<file path="src/rtl/wbn_to_apb_pkg.sv">
// Shared types for the Wishbone-to-APB bridge.
// The RESP state is only reachable when WBN2APB_RSP_REG_EN is defined.
package wbn2apb_pkg;

  typedef enum logic [1:0] {
    IDLE   = 2'd0,
    SETUP  = 2'd1,
    ACCESS = 2'd2,
    RESP   = 2'd3
  } state_e;

endpackage

</file>
<file path="src/rtl/wbn_to_apb.sv">
// Wishbone B3 classic slave to APB master bridge: one Wishbone cycle becomes one SETUP+ACCESS transfer.
// Optional macro WBN2APB_RSP_REG_EN registers ack/err/dat_r, adding a RESP cycle.
module wbn_to_apb
  import wbn2apb_pkg::*;
#(
  parameter int unsigned AW = 32,
  parameter int unsigned DW = 32,
  parameter int unsigned SW = DW / 8
) (
  input  logic          clk,
  input  logic          rst,
  input  logic          wbn_cyc,
  input  logic          wbn_we,
  input  logic          wbn_stb,
  input  logic [AW-1:0] wbn_adr,
  input  logic [SW-1:0] wbn_sel,
  input  logic [DW-1:0] wbn_dat_w,
  output logic [DW-1:0] wbn_dat_r,
  output logic          wbn_ack,
  output logic          wbn_err,
  output logic          wbn_rty,
  output logic          apb_penable,
  output logic          apb_pwrite,
  output logic [SW-1:0] apb_pstrb,
  output logic [AW-1:0] apb_paddr,
  output logic          apb_psel,
  output logic [DW-1:0] apb_pwdata,
  input  logic [DW-1:0] apb_prdata,
  input  logic          apb_pready,
  input  logic          apb_pslverr
);

  logic   req_c;
  logic   done_c;
  logic   penable_q;
  state_e state_c;

  // Request fields pass straight through; Wishbone holds them until termination.
  assign req_c       = wbn_cyc & wbn_stb;
  assign apb_paddr   = wbn_adr;
  assign apb_pwrite  = wbn_we;
  assign apb_pwdata  = wbn_dat_w;
  assign apb_pstrb   = wbn_we ? wbn_sel : SW'(0);
  assign apb_penable = penable_q;
  assign done_c      = apb_psel & penable_q & apb_pready;
  assign wbn_rty     = 1'b0;

`ifdef WBN2APB_RSP_REG_EN
  logic          resp_q;
  logic          ack_q;
  logic          err_q;
  logic [DW-1:0] dat_r_q;

  // psel is held off during RESP so the master sees the ack before a new SETUP.
  assign apb_psel  = req_c & ~rst & ~resp_q;
  assign wbn_ack   = ack_q & ~rst;
  assign wbn_err   = err_q & ~rst;
  assign wbn_dat_r = dat_r_q;
`else
  assign apb_psel  = req_c & ~rst;
  assign wbn_ack   = done_c & ~apb_pslverr;
  assign wbn_err   = done_c & apb_pslverr;
  assign wbn_dat_r = apb_prdata;
`endif

  // Current phase decoded from the request and the penable register.
  always_comb begin
    state_c = IDLE;
    if (penable_q) begin
      state_c = ACCESS;
    end else if (apb_psel) begin
      state_c = SETUP;
    end
`ifdef WBN2APB_RSP_REG_EN
    if (resp_q) begin
      state_c = RESP;
    end
`endif
  end

  always_ff @(posedge clk) begin
    if (rst) begin
      penable_q <= 1'b0;
`ifdef WBN2APB_RSP_REG_EN
      resp_q    <= 1'b0;
      ack_q     <= 1'b0;
      err_q     <= 1'b0;
      dat_r_q   <= '0;
`endif
    end else begin
`ifdef WBN2APB_RSP_REG_EN
      resp_q <= 1'b0;
      ack_q  <= 1'b0;
      err_q  <= 1'b0;
`endif
      unique case (state_c)
        IDLE:   penable_q <= 1'b0;
        SETUP:  penable_q <= 1'b1;
        ACCESS: begin
          // A dropped request abandons the transfer without termination.
          if (!req_c || apb_pready) begin
            penable_q <= 1'b0;
          end
`ifdef WBN2APB_RSP_REG_EN
          if (done_c) begin
            resp_q  <= 1'b1;
            ack_q   <= ~apb_pslverr;
            err_q   <= apb_pslverr;
            dat_r_q <= apb_prdata;
          end
`endif
        end
        RESP:   penable_q <= 1'b0;
      endcase
    end
  end

endmodule

</file>
<file path="config.mk">
export PLATFORM = sky130hd
export DESIGN_NAME = wbn_to_apb
export DESIGN_NICKNAME = d
export VERILOG_FILES = /design/src/rtl/wbn_to_apb_pkg.sv /design/src/rtl/wbn_to_apb.sv
export SDC_FILE = /design/constraint.sdc
export NUM_CORES = 1
export LEC_CHECK = 0
export BUFFER_PORTS_ARGS = -buffer_cell sky130_fd_sc_hd__buf_4
export CAP_MARGIN = 20
export CORE_AREA = 2 2 82 84
export CTS_BUF_LIST = sky130_fd_sc_hd__clkbuf_4 sky130_fd_sc_hd__clkbuf_8
export DETAILED_ROUTE_END_ITERATION = 6
export DIE_AREA = 0 0 84 86
export PLACE_DENSITY = 0.57
export SLEW_MARGIN = 10
export SYNTH_ARGS = -nofsm -noshare
export SYNTH_HDL_FRONTEND = slang
export SYNTH_SLANG_ARGS = --single-unit
export TNS_END_PERCENT = 30
</file>
<file path="constraint.sdc">
create_clock -name clk -period 0.8 [get_ports clk]
set_input_delay 0 -clock clk [delete_from_list [all_inputs] [get_ports clk]]
set_output_delay 0 -clock clk [all_outputs]
set_load 0.005 [all_outputs]
</file>
==> results of run 1 <==
power breakdown:
part | internal [W] | switching, W | leakage [nW] | total [W]
Sequential | 0.0000530 | 0.00000207 | 0.00821 | 0.0000551
Clock | 0 | 0 | 0 | 0
Combinational | 0.0000615 | 0.0000289 | 0.138 | 0.0000905
Total | 0.000115 | 0.0000310 | 0.146 | 0.000146
stage by stage:
step | setup WS, ps | total power [W]
after floorplan | 261 | 0.000471
after global placement | 153 | 0.000147
after detailed placement | 103 | 0.000148
after CTS | 103 | 0.000148
after global routing | 51.4 | 0.000156
final | 122 | 0.000146
cell families after synthesis:
group / after synthesis
flops: 1
other cells: 1
simple gates: 9
buf+inv: 99
compound gates: 1
worst max-delay path by stage:
stage,start,end
detailed placement,apb_penable$_SDFFE_PP0P_,wbn_ack
finish,apb_penable$_SDFFE_PP0P_,wbn_ack
floorplan,apb_penable$_SDFFE_PP0P_,wbn_ack
global route,apb_penable$_SDFFE_PP0P_,wbn_ack
CTS,apb_penable$_SDFFE_PP0P_,wbn_ack
global placement,apb_penable$_SDFFE_PP0P_,wbn_ack
cells in the mapped netlist (all sizes together):
master	instances
inv	1
nor2	1
nor3	1
nand3	1
nand2	1
buf	98
dfxtp	1
conb	1
and2	4
nand3b	1
a21oi	1
cell type report:
type / count / area, um2
fillers: 745 / 5940
well taps: 77 / 96.3
repair buffers: 19 / 143
flip-flops and latches: 1 / 20.0
multi-input cells: 11 / 76.3
inverters: 1 / 3.75
metal layers:
| metal | part of all wire [%] | global-route usage [%] |
|---|---|---|
| met5 | 0 | 0 |
| met3 | 34 | 5.20 |
| met2 | 30 | 3.85 |
| met4 | 21 | 8.50 |
| met1 | 15 | 1.55 |
cell usage in the layout, fill, tap and decap left out:
cell type | netlist | layout
sky130_fd_sc_hd__dfxtp_1 | 1 | 1
sky130_fd_sc_hd__nand3b_4 | 1 | 1
sky130_fd_sc_hd__inv_1 | 1 | 1
sky130_fd_sc_hd__nand2_1 | 1 | 1
sky130_fd_sc_hd__conb_1 | 1 | 1
sky130_fd_sc_hd__and2_1 | 4 | 4
sky130_fd_sc_hd__buf_4 | 98 | 19
sky130_fd_sc_hd__a21oi_1 | 1 | 1
sky130_fd_sc_hd__nor3_2 | 1 | 1
sky130_fd_sc_hd__nor2_1 | 1 | 1
sky130_fd_sc_hd__nand3_1 | 1 | 1
==> summary by stage, run 1 <==
Setup path
The number of cell instances on the worst register-to-register path is 1. The maximum fanout along the worst path is 4. The setup check on the worst reg-to-reg path leaves a slack of around 250 ps.

Together, buffers and inverters on the worst path number 1. For the worst setup path, the data arrival time is around 700 ps. The critical path start-end classification is flop to output pin. The signal on the critical path passes through nand2_1 > nor3_2 > buf_4. The cell with the largest stage delay on the worst path is sky130_fd_sc_hd__dfxtp_1. The startpoint class of the critical path is a flop. The startpoint identified for the worst register-to-register timing path is apb_penable$_SDFFE_PP0P_.

The critical register-to-register path endpoint is apb_penable$_SDFFE_PP0P_. The worst path required time is roughly 800 ps. Among cell families on the critical path, the largest total delay comes from flip-flops. STA classifies the critical path endpoint as an output pin. For this run, the slowest stage of the critical path takes around 350 ps. The path length in cells of the critical path is 3.

Global route
The first global-routing pass estimated 2.07 mm of wire. Entering global routing, the biggest net connects 6 pins. The residual overflow from global routing is 0. Global routing used between 3 and 4% of the available tracks. The number of antenna violations at the first check in global routing is 0. The via count of the first global-routing pass is between 300 and 400.

Die
The area of the core is ~6300 um2. The starting utilization of the core area is 13.3%. The die area is a little over 7000 um2. The standard-cell row count is 29. During I/O placement, the number of pins put on the boundary was around 210. The floorplan step set the die height to 86 um. The die boundary width is approximately 84 um.

Layout
Compared with the post-synthesis result, the final layout area differs by -59.4%. The number of flip-flops in the largest register is 1. In the final design database the tool counted 141 nets. The fraction of layout cells with a size suffix above 1 is 65.6%. The final non-filler cell total is 109. The number of diodes is 0. Cells fill 5.40% of the core in the end.

The final cell area excluding filler cells is 339 um2.

Run status
The flow ran to the end, and the final reports show no timing, DRC or antenna violations.

Route
The post-detailed-routing wire length is ~1.6 mm. The detail route stage leaves a number of antenna-violating nets equal to 0. The final routed wire length divided by cell count is roughly 14 um. The total via count after detailed routing is 300.

For this block, the initial DRC count from the detailed router was 1. In the routed layout, each cell is associated on average with a via count of 2.75. The count of TritonRoute iterations in the first routing pass is 4. In the routed design, unresolved DRC markers number 0.

Hold path
The worst hold path was traced through 0 stages. The path class of the tightest hold or removal check is input port to output pin. The worst min-delay path startpoint is wbn_dat_w[8]. The hold-critical path endpoint is apb_pwdata[8].

Yosys
By area the synthesized netlist is led by sky130_fd_sc_hd__buf_4 (88%), sky130_fd_sc_hd__and2_1 (3.0%), sky130_fd_sc_hd__dfxtp_1 (2.4%). Summing the areas of all compound-gate instances in the mapped netlist gives less than 1% of the synthesized area. The most area-hungry cell type in the Yosys netlist is sky130_fd_sc_hd__buf_4. The share of the synthesized netlist area taken by xor and xnor gates is 0%. The synthesized netlist contains 11 unique library cells. After synthesis, the largest family of logic cells by area is buffers and inverters. For this run, the number of Yosys warnings is 0. Of the post-synthesis cell area, the dominant cell type holds 88.0%. After technology mapping, the gate count stands at about 110.

In this run the cell area of the synthesized design comes to 836 um2. The synthesized-area fraction occupied by and/or/nand/nor cells is ~8.1%. The synthesized netlist net count is 218. Multiplexer cells account for 0% of the synthesized area. Sequential elements use ~2.4% of the synthesized area. The adder and majority cell fraction of the synthesized area is 0%. A synthesized cell averages 7.53 um2. After synthesis the netlist holds a flip-flop and latch count of 1.

Clocking
The CTS clock-pin slew for the worst setup and hold paths is 0 ps. The later pin in the worst-skew pair is clocked with a latency of 0 ps. In this run, post-CTS hold repair placed 0 buffers. The number of gates resized after CTS is 0.

Post-CTS timing repair inserted 0 buffers for setup.

STA
The highest achievable clock rate is approximately 1.5 GHz. The total count of hold-check failures in the final report came to 0. The number of slew-limit violations in the final report is 0. The time the worst path needs with I/O delays and setup is a little under 700 ps.

Hold is met by between 0.001 and 0.0015 ps. Of the available clock period, the critical path in the final layout requires a little over four fifths. Adding up every negative setup slack in the final design gives 0 ps. Setup repair after global routing left no endpoint under its margin. The worst setup skew after layout is 0 ps. The number of endpoints failing setup at the final stage is 0.

Power
The maximum vdd drop is around 0.23 mV. Power spread over the standard cell area amounts to 429 nW/um2. For this design the static power due to leakage is about 0.15 nW.

Placed design
The final RePlAce weighted congestion is 0.626. The placed cell count is between 100 and 150. The number of port buffers is 19. The post-placement cell area is around 340 um2.

Flow run
The count of max-cap constraint violations is 0.
(Power assumes the default switching activity.)
==> inputs of run 2 (changes only) <==
--- a/config.mk
+++ b/config.mk
@@ -5,13 +5,14 @@
 export SDC_FILE = /design/constraint.sdc
 export NUM_CORES = 1
 export LEC_CHECK = 0
+export ABC_AREA = 1
 export BUFFER_PORTS_ARGS = -buffer_cell sky130_fd_sc_hd__buf_4
 export CAP_MARGIN = 20
-export CORE_AREA = 2 2 82 84
+export CORE_AREA = 2 2 83 85
 export CTS_BUF_LIST = sky130_fd_sc_hd__clkbuf_4 sky130_fd_sc_hd__clkbuf_8
 export DETAILED_ROUTE_END_ITERATION = 6
-export DIE_AREA = 0 0 84 86
-export PLACE_DENSITY = 0.57
+export DIE_AREA = 0 0 85 87
+export PLACE_DENSITY = 0.56
 export SLEW_MARGIN = 10
 export SYNTH_ARGS = -nofsm -noshare
 export SYNTH_HDL_FRONTEND = slang
==> run 2 against run 1 <==
Effect of this change: combinational power hardly changed; sequential power is 2% lower; sequential share of layout area is 0.088 points higher; critical endpoint is now wbn_err.
==> summary by stage, run 2 <==
Setup path
The startpoint class of the critical path is a flop. The most numerous cell type found on the critical path is sky130_fd_sc_hd__nand2_1. The worst path required time is ~800 ps.

For the worst setup path, the data arrival time is between 600 and 700 ps. The worst setup path is captured at an output pin. The cell with the largest stage delay on the worst path is sky130_fd_sc_hd__dfxtp_1.

The critical path start-end classification is flop to output pin. The maximum fanout along the worst path is 2. The signal on the critical path passes through nand2_1 > inv_1 > nand2_1 > nor2_1 > buf_4. The critical path's largest stage delay is slightly above 300 ps.

Yosys
The synthesized-area fraction occupied by and/or/nand/nor cells is around 5.4%. After synthesis, the cell types taking the most area are sky130_fd_sc_hd__buf_4 (89%), sky130_fd_sc_hd__nand2_1 (3.2%), sky130_fd_sc_hd__inv_1 (2.7%). A synthesized cell averages about 7.1 um2. After synthesis, the share of flip-flops with an asynchronous set or reset is 0%.

The adder and majority cell fraction of the synthesized area is 0%. After synthesis, the most frequently instantiated cells are sky130_fd_sc_hd__buf_4 (98), sky130_fd_sc_hd__nand2_1 (7), sky130_fd_sc_hd__inv_1 (6), sky130_fd_sc_hd__nor2_1 (2). Counting flops and latches in the post-synthesis netlist gives 1. Yosys printed 0 warnings. The mux contribution to synthesized area is 0%. The most area-hungry cell type in the Yosys netlist is sky130_fd_sc_hd__buf_4. By area, the combinational part of the netlist is dominated by buffers and inverters.

The number of library cell types mapped by synthesis is 8. The number of enable flip-flop cells after synthesis is 0. Among all flip-flop cells after synthesis, the most frequent one is sky130_fd_sc_hd__dfxtp_1. The share of synthesized area occupied by flip-flops and latches is 2.42%. The share of the synthesized area in the top cell type is between 80% and 90%. The synthesized netlist net count is 224. The netlist area before placement is 827 um2.

Summing the areas of all compound-gate instances in the mapped netlist gives 0% of the synthesized area. The share of the synthesized netlist area taken by xor and xnor gates is 0%. The leading cell type by number of instances after synthesis is sky130_fd_sc_hd__buf_4.

The cell count after synthesis came out at ~120.

Placed design
Detailed placement ended at an HPWL of approximately 1.5 mm. Routability-driven placement finished with a final weighted congestion of ~0.54. Including well taps, the total number of placed cells is ~120. In this run the cell area measured after placement is roughly 330 um2. Port buffering added 19 buffers.

Global route
The number of antenna violations at the first check in global routing is 0. The largest net degree at the start of global routing is 6. Across every metal layer, demand over resource in global routing totals approximately 4.2%. Global routing finished with a remaining overflow of 0.

The via count of the first global-routing pass is approximately 360. The first global-routing pass estimated 2.37 mm of wire.

Die
The initial utilization of the core area, before any placement, comes to 12.6%. The die boundary width is between 80 and 90 um. The floorplan step set the die height to ~87 um. The die covers between 7000 and 8000 um2. The initialized floorplan defines 30 standard-cell rows. The I/O pin count is between 200 and 250. The area of the core is 6570 um2.

Layout
The number of flip-flops in the largest register came to 1. The final non-filler cell total is roughly 120. Leaving out fill and tap cells, the most frequent cells in the layout are sky130_fd_sc_hd__buf_4 (19), sky130_fd_sc_hd__nand2_1 (7), sky130_fd_sc_hd__inv_1 (6).

The post-route netlist has between 50% and 60% of its cells at a drive strength greater than 1. From synthesis to final layout, the design area changed by -59.6%. The end-of-flow core utilization is 5.09%. The finished cells cover 334 um2.

The repair_antennas step left the layout with diodes totalling 0. The most common cell after layout, fill and taps aside is sky130_fd_sc_hd__buf_4. The count of nets after finishing is 147.

Power
In this run the power density over the cells is 432 nW/um2. The leakage power is between 0.15 and 0.2 nW. IR analysis of the VDD net gives a maximum drop of 0.246 mV.

STA
Across the routed clock network, the largest skew measured is 0 ps. The aggregate negative setup slack is 0 ps. The number of slew-limit violations in the final report is 0. Setup repair after global routing left no endpoint under its margin. The highest achievable clock rate is approximately 1.5 GHz. Subtracting the final worst setup slack from the clock period gives 685 ps. In the finished design, the share of the clock period the worst path needs comes to 85.7%. Setup violations remaining at the end of the flow were counted as 0. The total count of hold-check failures in the final report is 0.

Route
Dividing the detail-routed wire length by the instance count gives 15.6 um. In this run, the number of DRC markers left after iteration 0 of detailed routing was 1. The count of nets left with antenna violations once routing finished came out at 0. The count of TritonRoute iterations in the first routing pass is 3. For this block, the via count after detailed routing is about 320.

For this run, design rule violations remaining after detail routing come to 0. The routed design has 1.84 mm of wire. Using the TritonRoute via totals, the vias-per-cell ratio works out to between 2 and 3.

Clocking
The number of hold buffers added after cts is 0. The later pin in the worst-skew pair is clocked with a latency of 0 ps. The post-CTS repair timing setup buffer count is 0.

Post-CTS repair changed the size of 0 cells. The CTS clock-pin slew for the worst setup and hold paths is 0 ps.

Hold path
The path class of the tightest hold or removal check is input port to output pin.

Run status
The flow ran to the end, and the final reports show no timing, DRC or antenna violations.

Flow run
The count of max-cap constraint violations is 0.
==> run 2: cell type report <==
type	instances	area [um2]
tap	80	100
timing repair buffer	19	143
sequential	1	20.0
multi-input combinational	12	48.8
fill	763	6230
inverter	6	22.5
==> run 2: worst max-delay path: cells and delay by family (launching register included) <==
kind                   cells  cell delay, ps
and+or+nand+nor            3             190
DFF                        1             310
buffers and inverters      2             170
==> run 2: routing by layer <==
layer | global-route usage [%] | part of all wire, % | wire [um] | vias to the layer above
li1 | - | - | - | 89
met4 | 10.4 | 27 | 496 | 0
met3 | 5.97 | 34 | 629 | 64
met5 | 0 | 0 | 0 | -
met1 | 2.15 | 15 | 284 | 86
met2 | 2.98 | 23 | 427 | 80
==> run 2: kinds of logic (layout without fill, tap and decap cells) <==
| kind of cell | count (synthesis) | count (layout) |
|---|---|---|
| other | 1 | 1 |
| and+or+nand+nor | 11 | 11 |
| buffers and inverters | 104 | 25 |
| DFF | 1 | 1 |
==> run 2: where the power goes <==
group	switching [W]	internal, W
logic	0.0000332	0.0000571
registers	0.000000976	0.0000530
clock network	0	0
total	0.0000342	0.000110
==> run 2: final timing paths <==
check	cells after the start	slack [ps]	endpoint	startpoint
worst min-delay path	0	0.002	apb_paddr[17]	wbn_adr[17]
worst max-delay path	5	110	wbn_err	apb_penable$_SDFFE_PP0P_
worst max register to register	3	220	apb_penable$_SDFFE_PP0P_	apb_penable$_SDFFE_PP0P_
worst min register to register	3	520	apb_penable$_SDFFE_PP0P_	apb_penable$_SDFFE_PP0P_
==> run 2: through the flow <==
step	setup slack, ps	total power [W]	hold WS, ps
global route	43.5	0.000158	0.00797
global placement	126	0.000147	0.0346
floorplan	210	0.000469	26.1
finish	115	0.000144	0.00166
CTS	103	0.000147	0.0346
detailed placement	112	0.000147	0.0346
